[src/rtl/pipeline_pkg.sv]
// rtl/pipeline_pkg.sv - shared IF/ID types and constants
package pipeline_pkg;

  localparam int          INST_W   = 16;
  localparam int          PC_W     = 32;
  localparam logic [15:0] NOP_WORD = 16'h0000;

  typedef enum logic {
    S_NORM = 1'b0,
    S_IMM  = 1'b1
  } fsm_state_t;

  // One decode packet, so the decode stage can consume a single bundle.
  typedef struct packed {
    logic [INST_W-1:0] inst;
    logic [INST_W-1:0] imm;
    logic [PC_W-1:0]   pc;
    logic              valid;
    logic              imm_valid;
  } if_id_t;

endpackage

[src/rtl/fetch_decode_buffer.sv]
// rtl/fetch_decode_buffer.sv - IF/ID register that reassembles opcode+immediate pairs
module fetch_decode_buffer #(
  parameter int          TWO_WORD_BIT = 15,
  parameter logic [15:0] NOP_WORD     = 16'h0000,
  parameter int          PC_W         = 32
) (
  input  logic            clk,
  input  logic            reset,
  input  logic [15:0]     instruction,
  input  logic [PC_W-1:0] pc_in,
  input  logic            stall,
  input  logic            flush,
  output logic [15:0]     inst_out,
  output logic [15:0]     imm_out,
  output logic [PC_W-1:0] pc_out,
  output logic            valid_out,
  output logic            imm_valid
);

  import pipeline_pkg::fsm_state_t;
  import pipeline_pkg::S_NORM;
  import pipeline_pkg::S_IMM;

  fsm_state_t      state_q, state_d;
  logic [15:0]     inst_q, inst_d;
  logic [15:0]     imm_q, imm_d;
  logic [PC_W-1:0] pc_q, pc_d;
  logic            valid_q, valid_d;
  logic            imm_valid_q, imm_valid_d;
  logic [15:0]     hold_inst_q, hold_inst_d;
  logic [PC_W-1:0] hold_pc_q, hold_pc_d;

  always_comb begin
    state_d     = state_q;
    inst_d      = inst_q;
    imm_d       = imm_q;
    pc_d        = pc_q;
    valid_d     = valid_q;
    imm_valid_d = imm_valid_q;
    hold_inst_d = hold_inst_q;
    hold_pc_d   = hold_pc_q;

    if (flush) begin
      // pc_d keeps its old value: the PC is meaningless on a squashed slot.
      state_d     = S_NORM;
      inst_d      = NOP_WORD;
      imm_d       = 16'h0000;
      valid_d     = 1'b0;
      imm_valid_d = 1'b0;
      hold_inst_d = 16'h0000;
      hold_pc_d   = '0;
    end else if (!stall) begin
      case (state_q)
        S_NORM: begin
          if (instruction[TWO_WORD_BIT]) begin
            hold_inst_d = instruction;
            hold_pc_d   = pc_in;
            inst_d      = NOP_WORD;
            imm_d       = 16'h0000;
            valid_d     = 1'b0;
            imm_valid_d = 1'b0;
            state_d     = S_IMM;
          end else begin
            inst_d      = instruction;
            pc_d        = pc_in;
            imm_d       = 16'h0000;
            valid_d     = 1'b1;
            imm_valid_d = 1'b0;
          end
        end
        S_IMM: begin
          // The immediate word is raw data; its top bit is never decoded.
          inst_d      = hold_inst_q;
          pc_d        = hold_pc_q;
          imm_d       = instruction;
          valid_d     = 1'b1;
          imm_valid_d = 1'b1;
          state_d     = S_NORM;
        end
        default: state_d = S_NORM;
      endcase
    end
  end

  always_ff @(posedge clk) begin
    if (reset) begin
      state_q     <= S_NORM;
      inst_q      <= NOP_WORD;
      imm_q       <= 16'h0000;
      pc_q        <= '0;
      valid_q     <= 1'b0;
      imm_valid_q <= 1'b0;
      hold_inst_q <= 16'h0000;
      hold_pc_q   <= '0;
    end else begin
      state_q     <= state_d;
      inst_q      <= inst_d;
      imm_q       <= imm_d;
      pc_q        <= pc_d;
      valid_q     <= valid_d;
      imm_valid_q <= imm_valid_d;
      hold_inst_q <= hold_inst_d;
      hold_pc_q   <= hold_pc_d;
    end
  end

  assign inst_out  = inst_q;
  assign imm_out   = imm_q;
  assign pc_out    = pc_q;
  assign valid_out = valid_q;
  assign imm_valid = imm_valid_q;

endmodule

[config.mk]
export PLATFORM = sky130hd
export DESIGN_NAME = fetch_decode_buffer
export DESIGN_NICKNAME = d
export VERILOG_FILES = /design/src/rtl/pipeline_pkg.sv /design/src/rtl/fetch_decode_buffer.sv
export SDC_FILE = /design/constraint.sdc
export NUM_CORES = 1
export LEC_CHECK = 0
export CAP_MARGIN = 20
export CORE_MARGIN = 3
export CORE_UTILIZATION = 53
export DETAILED_ROUTE_END_ITERATION = 6
export PLACE_DENSITY = 0.82
export SLEW_MARGIN = 0
export SYNTH_ARGS = -nofsm -noshare
export SYNTH_HDL_FRONTEND = slang
export SYNTH_SLANG_ARGS = --single-unit
[constraint.sdc]
create_clock -name clk -period 2.93 [get_ports clk]
set_clock_uncertainty 0.2 [all_clocks]
set_input_delay 0.293 -clock clk [delete_from_list [all_inputs] [get_ports clk]]
set_output_delay 0.293 -clock clk [all_outputs]
set_load 0.02 [all_outputs]
* After elaboration in Yosys (flattened, before gate mapping)
Index checks and enable logic that the tools add are counted.
Word-level totals: register bits after elaboration 115, bits in latches 0, RAM bits 0, memory bits (read-only) 0, bits of input ports 52, word-level logic and storage cells 25, memories kept 0
Cells by class: $add $sub $neg 0, $mul 0, div/mod/pow operators 0, $lt $le $gt $ge 0, equality and inequality tests 1, shift operators 0, mux-type cells 10, bitwise gates (word level) 3, reduce and logical (&&, ||, !) cells 3
Operators by type and width (number):
- one-hot mux 16 bit (2 select lines) | 2
- one-hot mux 32 bit (2 select lines) | 1
- 2-to-1 mux 32 bit | 1
- 2-to-1 mux 15 bit | 1
- one-hot mux 1 bit (2 select lines) | 3
- AND reduction 3 bit | 2
- NOT 1 bit | 3
- 2-to-1 mux 1 bit | 2
- != test 2 bit, second input constant | 1
- OR reduction 2 bit | 1

* Depth between registers and ports, before layout
Gate-level depths: netlist (run 1).
depth after elaboration 3, gate-level depth with buffers 7, gate-level depth less buffers 3

* Worst setup path after synthesis (run 1)
No wires, ideal clock.
kind register -> register, start point register state_q, end point register pc_q[18], in the netlist pc_out[18], library setup time 0.146 ns, arrival 1.154 ns, data required time 2.584 ns, setup slack 1.430 ns, cell stages (with the launch flop) 8, path buffers 4, period minus slack after synthesis 1.500 ns, cell sequence dfxtp_1 > buf_6 > nand2b_4 > buf_6 > buf_4 > buf_4 > a21oi_1 > a211oi_2
On the way: word-level cells in the longest chain between the ends 3, elaborated cells on any way between the ends 4, those cells by class eq/ne: 1; mux: 1; bitwise: 1; reduce/logical: 1
Ends and longest elaborated chain:
- start: declaration | RTL line fetch_decode_buffer.sv:24 | fsm_state_t state_q, state_d;
- start signal: assignment | RTL line fetch_decode_buffer.sv:96 | state_q <= state_d;
- NOT 1 bit
- != test 2 bit (no source line)
- AND reduction 3 bit (no source line)
- end signal: assignment | RTL line fetch_decode_buffer.sv:99 | pc_q <= pc_d;
- end: declaration | RTL line fetch_decode_buffer.sv:27 | logic [PC_W-1:0] pc_q, pc_d;
Several ways; a longest one is shown, not always the timed one. A chain may end at the register's enable or synchronous reset.

* Final worst setup path (run 1)
start point register state_q, end point register imm_q[4], in the netlist imm_out[4]
On the way: word-level cells in the longest chain between the ends 2
Ends and longest elaborated chain:
- NOT 1 bit
- one-hot mux 16 bit (2 select lines) (*) | RTL line fetch_decode_buffer.sv:53 | case (state_q)
- end signal: assignment | RTL line fetch_decode_buffer.sv:98 | imm_q <= imm_d;
- end: declaration | RTL line fetch_decode_buffer.sv:26 | logic [15:0] imm_q, imm_d;
Mark *: on every way between the ends. The rest lies on a longest branch, timed or not.

==> results of run 1 <==
[critical path: cells and delay by family (launching register included)]
family | cells | cell delay [ns]
compound gates | 1 | 0.11
buf+inv | 2 | 0.88
simple gates | 2 | 0.34
flops | 1 | 0.43
[registers in the layout, summed over array words and instances (netlist names)]
| register | flops |
|---|---|
| valid_out | 1 |
| hold_inst_q | 16 |
| pc_out | 32 |
| hold_pc_q | 32 |
| state_q | 1 |
| imm_out | 16 |
| imm_valid | 1 |
| inst_out | 16 |
[Yosys cell counts]
cell,n
sky130_fd_sc_hd__nor2_1,22
sky130_fd_sc_hd__dfxtp_1,115
sky130_fd_sc_hd__mux2i_1,32
sky130_fd_sc_hd__buf_4,2
sky130_fd_sc_hd__nor3b_2,1
sky130_fd_sc_hd__clkbuf_1,22
sky130_fd_sc_hd__buf_2,18
sky130_fd_sc_hd__a211oi_2,30
sky130_fd_sc_hd__nand2b_4,1
sky130_fd_sc_hd__or2_2,1
sky130_fd_sc_hd__nor3_1,16
sky130_fd_sc_hd__nor2_2,1
sky130_fd_sc_hd__nor2b_1,17
sky130_fd_sc_hd__and2_4,1
sky130_fd_sc_hd__buf_6,7
sky130_fd_sc_hd__clkbuf_4,1
sky130_fd_sc_hd__a22oi_1,17
sky130_fd_sc_hd__o21ai_0,47
sky130_fd_sc_hd__a21oi_1,81
sky130_fd_sc_hd__buf_1,4
sky130_fd_sc_hd__a211oi_1,2
sky130_fd_sc_hd__a221oi_1,15
sky130_fd_sc_hd__nand2_1,47
[routing by layer]
layer,part of all wire [%],vias up,track usage [%]
met5,0,-,0
met4,1.6,0,8.912
met3,5.4,22,6.880
met2,50,125,43.46
met1,42,2046,31.19
li1,-,1986,-
[power groups by stage]
stage	combinational [mW]	sequential, mW	clock, mW
finish	0.456	1.64	1.99
global route	0.489	1.65	2.09
CTS	0.454	1.64	2.00
detailed placement	0.450	1.68	0
global placement	0.441	1.67	0
floorplan	0.222	1.71	0
[path summary, 6_finish.rpt]
kind	from	end	slack, ns	depth (start not counted)
hold / removal	pc_in[1]	hold_pc_q[1]$_SDFFE_PP0P_	0.17	3
hold reg to reg	hold_pc_q[3]$_SDFFE_PP0P_	hold_pc_q[3]$_SDFFE_PP0P_	0.27	2
setup / recovery	state_q$_SDFFE_PP0N_	imm_out[4]$_SDFFE_PP0N_	0.89	5
setup reg to reg	state_q$_SDFFE_PP0N_	imm_out[4]$_SDFFE_PP0N_	0.89	5
[layout make-up]
class	instances	area, µm²
Clock buffer	21	439.2
Fill cell	599	2033
Multi-Input combinational cell	331	2110
Sequential cell	115	2303
Tap cell	105	131.4
Clock inverter	11	135.1
Timing Repair Buffer	130	1271
[cell families after synthesis]
| family | synth area share [%] |
|---|---|
| AO/OA/AOI/OAI | 27.48 |
| flip-flops | 49.04 |
| AND/OR/NAND/NOR | 10.50 |
| buffers and inverters | 6.157 |
| multiplexers | 6.823 |
[placed cells by master (no fill, tap or decap), drive strengths merged]
| cell type | instances |
|---|---|
| a211oi | 32 |
| a21oi | 81 |
| a221oi | 15 |
| a22oi | 17 |
| and2 | 1 |
| buf | 15 |
| bufinv | 3 |
| clkbuf | 21 |
| clkdlybuf4s50 | 115 |
| clkinv | 6 |
| clkinvlp | 2 |
| dfxtp | 115 |
| mux2i | 32 |
| nand2 | 47 |
| nand2b | 1 |
| nor2 | 23 |
| nor2b | 17 |
| nor3 | 16 |
| nor3b | 1 |
| o21ai | 47 |
| or2 | 1 |
[stage by stage]
step | power [mW] | setup WS (ns)
floorplan | 1.932 | 1.430
global placement | 2.114 | 0.6524
detailed placement | 2.125 | 0.5319
CTS | 4.102 | 0.8997
global route | 4.223 | 0.7983
finish | 4.092 | 0.8923
==> results.json, run 1 <==
{
  "status": "finished, final reports clean",
  "drt_iter0_drc": 221,
  "max_rail_drop_vdd_v": 0.0005215,
  "cts-hold-fix-buffers": 0,
  "slew-limit-headroom_pct": 51.39,
  "worstPathRequired_ns": 3.16,
  "grt_setup_unrepaired": "false",
  "yosysTopAreaCellShare_pct": 49.04,
  "final_core_util_pct": 75.86,
  "route.vias.total": 4179,
  "finalInstanceArea_mm2": 0.006390,
  "crit_slowest_cell": "sky130_fd_sc_hd__buf_4",
  "finalCritPeriodShare_pct": 69.55,
  "syn-num-nets": 552,
  "synthesis_to_finish_area_growth_pct": 36.11,
  "die_area_mm2": 0.01002,
  "fp.dieW_um": 100.1,
  "finalWeightedCongestion": 0.7614,
  "critical-path-max-stage-delay_ns": 0.62,
  "finalCriticalPeriod_ns": 2.038,
  "clock_sinks": 115,
  "synth.cell_area_mm2": 0.004695,
  "p_clk_share_pct": 48.7,
  "grt_max_degree": 53,
  "number_of_cts_inserted_buffers": 17,
  "floorplan.initialDensity_pct": 55.73,
  "achievable-frequency_mhz": 490.7,
  "synthTopCellsByArea": "sky130_fd_sc_hd__dfxtp_1 49%, sky130_fd_sc_hd__a21oi_1 8.6%, sky130_fd_sc_hd__a211oi_2 8.0%",
  "placed_area_mm2": 0.005808,
  "endpoint_kind": "flip-flop",
  "cp_data_arrival_time_ns": 2.27,
  "grt_pass1_wl_mm": 20.51,
  "coreArea_mm2": 0.008423,
  "die_h_um": 100.1,
  "p_sw_share_pct": 23.67,
  "detail_route.vias_per_cell": 5.861,
  "seq_power_share_pct": 40.2,
  "cts_setup_buffers": 0,
  "timing.final.max_slew_violations": 0,
  "insertion_delay_to_the_later_sink_of_the_worst_skew_pair_ns": 0.50,
  "holdCritPathClass": "in -> reg",
  "leakage_nw": 2.124,
  "cts_root_buf": "sky130_fd_sc_hd__clkbuf_8",
  "first_pass_iters": 5,
  "clk_pin_slew_worst_paths_ns": 0.06,
  "postSynthRegisterBits": 115,
  "avgRoutedWirePerCell_um": 17.82,
  "antenna_found_initial": 0,
  "dpl.cell_count": 680,
  "buffers_from_clock_root_to_sink_at_most": 2,
  "dp.final_hpwl_mm": 7.771,
  "setup_violations": 0,
  "path_max_fanout": 45,
  "final.setup.tns_ns": 0,
  "timing_worst_setup_path_type": "reg -> reg",
  "boundaryPins": 118,
  "fin_nets": 647,
  "cp_cell_sequence": "buf_4, nor2b_1, buf_4, a22oi_1, nor2_1",
  "number_of_global_route_vias_before_repair": 4211,
  "timing_worst_slew_pin_value_ns": 0.7292,
  "yosysTopAreaCell": "sky130_fd_sc_hd__dfxtp_1",
  "post_route_cells_drive_above_1_share_pct": 13.16,
  "final_antenna_net_count": 0,
  "crit_path_start_kind": "flip-flop",
  "layoutNonFillerInstCount": 713,
  "power.combinational.fraction_pct": 11.1,
  "post_cts_resized": 0,
  "antenna-diode-count": 0,
  "wirelength_mm": 12.70,
  "core.rowCount": 33,
  "cp_common_cell": "sky130_fd_sc_hd__buf_4",
  "cellInternalPower_mw": 3.123,
  "synth.avg_cell_area_um2": 9.389,
  "cap_viol_max_count": 0,
  "clock_tree.htree_level_count": 4,
  "grt_use_total_pct": 25.52,
  "globalRoute.totalOverflow": 0,
  "ys_seq_area_share_pct": 49.04,
  "power.density_cell_area_mw_per_mm2": 640.3,
  "count_of_cell_types_in_the_netlist": 23,
  "hold_viol": 0,
  "cts_tree": "done",
  "drc": 0,
  "numPortBuffers": 117,
  "finalHoldWorstSlack_ns": 0.1694,
  "power_switching_uw": 968.6,
  "synth_cells": 500,
  "yosys_warnings": 0
}
Note: power is estimated with default switching activity, not from simulation.
==> inputs of run 2 (changes only) <==
CORE_UTILIZATION = 44   (was 53)
PLACE_DENSITY = 0.73   (was 0.82)
clock period = 1.67 ns   (was 2.93 ns; I/O delays follow)
==> run 2 against run 1 <==
Clock-buffer cell count is 2 lower. Worst setup slack worse by 0.82 ns. Largest cell class unchanged. Sequential power is 76% higher. Clock power is 71% higher. Worst hold slack worse by 0.13 ns. Design area is 1.3% higher. Critical path type is now in -> reg. First-iteration DRC count is 11% higher. Largest power group unchanged. Cell count is 5.6% higher. Flip-flop and latch count stayed put.
==> results.json, run 2 (synthesis results as in run 1) <==
{
  "dpl.cell_count": 720,
  "placed_area_mm2": 0.005977,
  "avgRoutedWirePerCell_um": 16.52,
  "met1Wirelength_mm": 5.377,
  "crit_slowest_cell": "sky130_fd_sc_hd__dlygate4sd3_1",
  "floorplan.initialDensity_pct": 45.27,
  "finalWeightedCongestion": 0.7408,
  "cts_root_buf": "sky130_fd_sc_hd__clkbuf_8",
  "first_pass_iters": 4,
  "buffers_from_clock_root_to_sink_at_most": 2,
  "rr_startpoint": "state_q$_SDFFE_PP0N_",
  "achievable-frequency_mhz": 626.7,
  "path_max_fanout": 32,
  "number_of_cts_inserted_buffers": 17,
  "antenna-diode-count": 0,
  "met3_wirelength_um": 951,
  "detail_route.vias_per_cell": 5.517,
  "globalRoute.totalOverflow": 0,
  "post_route_cells_drive_above_1_share_pct": 14.59,
  "timing.final.max_slew_violations": 0,
  "status": "finished, final reports clean",
  "final_common_cell": "sky130_fd_sc_hd__dfxtp_1",
  "fp.dieW_um": 109.3,
  "numPortBuffers": 117,
  "power.density_cell_area_mw_per_mm2": 1093,
  "holdCritPathClass": "in -> reg",
  "core.rowCount": 37,
  "clock_tree.htree_level_count": 4,
  "grt_pass1_wl_mm": 19.80,
  "grt_setup_unrepaired": "false",
  "synthesis_to_finish_area_growth_pct": 37.87,
  "cp_cell_sequence": "dlygate4sd3_1, buf_2, nor2_2, and2_4, a211oi_1",
  "slew-limit-headroom_pct": 63.81,
  "endpoint_kind": "flip-flop",
  "final_antenna_net_count": 0,
  "dp.final_hpwl_mm": 7.994,
  "timing_worst_slew_pin_value_ns": 0.5428,
  "cap_viol_max_count": 0,
  "clk_pin_slew_worst_paths_ns": 0.06,
  "die_area_mm2": 0.01194,
  "hold_path_end": "hold_pc_q[9]$_SDFFE_PP0P_",
  "worst_r2r_endpoint": "pc_out[0]$_SDFFE_PP0P_",
  "insertion_delay_to_the_later_sink_of_the_worst_skew_pair_ns": 0.50,
  "drc": 0,
  "final.setup.tns_ns": 0,
  "grt_use_total_pct": 21.24,
  "drt_iter0_drc": 246,
  "coreArea_mm2": 0.01037,
  "number_of_instances_on_the_worst_hold_path": 3,
  "hp-start": "pc_in[9]",
  "wirelength_mm": 12.44,
  "cts_setup_buffers": 0,
  "timing_worst_setup_path_type": "in -> reg",
  "hold_viol": 0,
  "top_signal_layer_used": "met4",
  "met2_wirelength_mm": 6.055,
  "antenna_found_initial": 0,
  "boundaryPins": 118,
  "leakage_nw": 2.467,
  "finalCritPeriodShare_pct": 95.55,
  "r2r_cells": 3,
  "fin_nets": 656,
  "finalHoldWorstSlack_ns": 0.03919,
  "die_h_um": 109.3,
  "crit_path_start_kind": "input port",
  "finalInstanceArea_mm2": 0.006472,
  "rrSetupSlack_ns": 0.09,
  "number_of_global_route_vias_before_repair": 3942,
  "post-layout-total-power_mw": 7.074,
  "final_cell_mix": "114 x sky130_fd_sc_hd__dfxtp_1, 81 x sky130_fd_sc_hd__a21oi_1, 66 x sky130_fd_sc_hd__dlygate4sd2_1, 49 x sky130_fd_sc_hd__clkdlybuf4s50_1",
  "max_rail_drop_vdd_v": 0.0007243,
  "cp_data_arrival_time_ns": 1.75,
  "num-fill-cells": 892,
  "route.vias.total": 4154,
  "clock_sinks": 115,
  "worstPathRequired_ns": 1.83,
  "finalCriticalPeriod_ns": 1.596,
  "critical-path-max-stage-delay_ns": 0.53,
  "layoutNonFillerInstCount": 753,
  "setup_violations": 0,
  "grt_max_degree": 53,
  "cts_tree": "done"
}
==> run 2: report_power, final <==
group          switching, mW  total, mW  leakage (nW)  internal (mW)
Clock                   1.25       3.40         0.270           2.15
Sequential            0.0462       2.88         0.935           2.83
Combinational          0.451      0.794          1.26          0.342
Total                   1.75       7.07          2.47           5.33
==> run 2: worst max-delay path by stage <==
stage                              startpoint                      end  slack (ns)  cells past startpoint
global placement              instruction[15]  pc_out[31]$_SDFFE_PP0P_       -0.16                      4
finish                                  stall   pc_out[0]$_SDFFE_PP0P_        0.07                      5
detailed placement            instruction[15]   pc_out[0]$_SDFFE_PP0P_       -0.20                      4
global route        inst_out[15]$_SDFFE_PP0N_             inst_out[15]       0.005                      1
CTS                  inst_out[8]$_SDFFE_PP0N_              inst_out[8]        0.04                      1
floorplan                state_q$_SDFFE_PP0N_  pc_out[18]$_SDFFE_PP0P_        0.17                      7
==> run 2: what timing repair did <==
item                       in CTS  in global routing
resized for setup              66                  0
hold buffers                    1                  0
hold endpoints to repair        1                  0
setup endpoints to repair      66                  0
==> run 2: area by class of cell <==
| class | count | area, µm² | area share (%) |
|---|---|---|---|
| flip-flops and latches | 115 | 2303 | 35.59 |
| multi-input cells | 331 | 2110 | 32.59 |
| repair buffers | 139 | 1321 | 20.41 |
| clock buffers | 19 | 431.7 | 6.669 |
| well taps | 136 | 170.2 | 2.629 |
| clock inverters | 13 | 136.4 | 2.107 |
==> run 2: per-stage QoR <==
stage | util, % | setup slack (ns)
floorplan | - | 0.1699
global placement | 57.64 | -0.1639
detailed placement | 57.64 | -0.2013
CTS | 62.42 | 0.04172
global route | 62.42 | 0.005038
finish | 62.42 | 0.07431
==> run 2: layer usage <==
| metal | up-vias | track usage, % |
|---|---|---|
| li1 | 2005 | - |
| met1 | 2011 | 27.83 |
| met2 | 134 | 33.82 |
| met3 | 4 | 6.870 |
| met4 | 0 | 5.877 |
| met5 | - | 0 |
==> run 2: critical path: cells and delay by family <==
family                 cells  cell delay [ns]
AOI/OAI and AO/OA          1             0.15
buffers and inverters      2             0.73
and+or+nand+nor            2             0.68
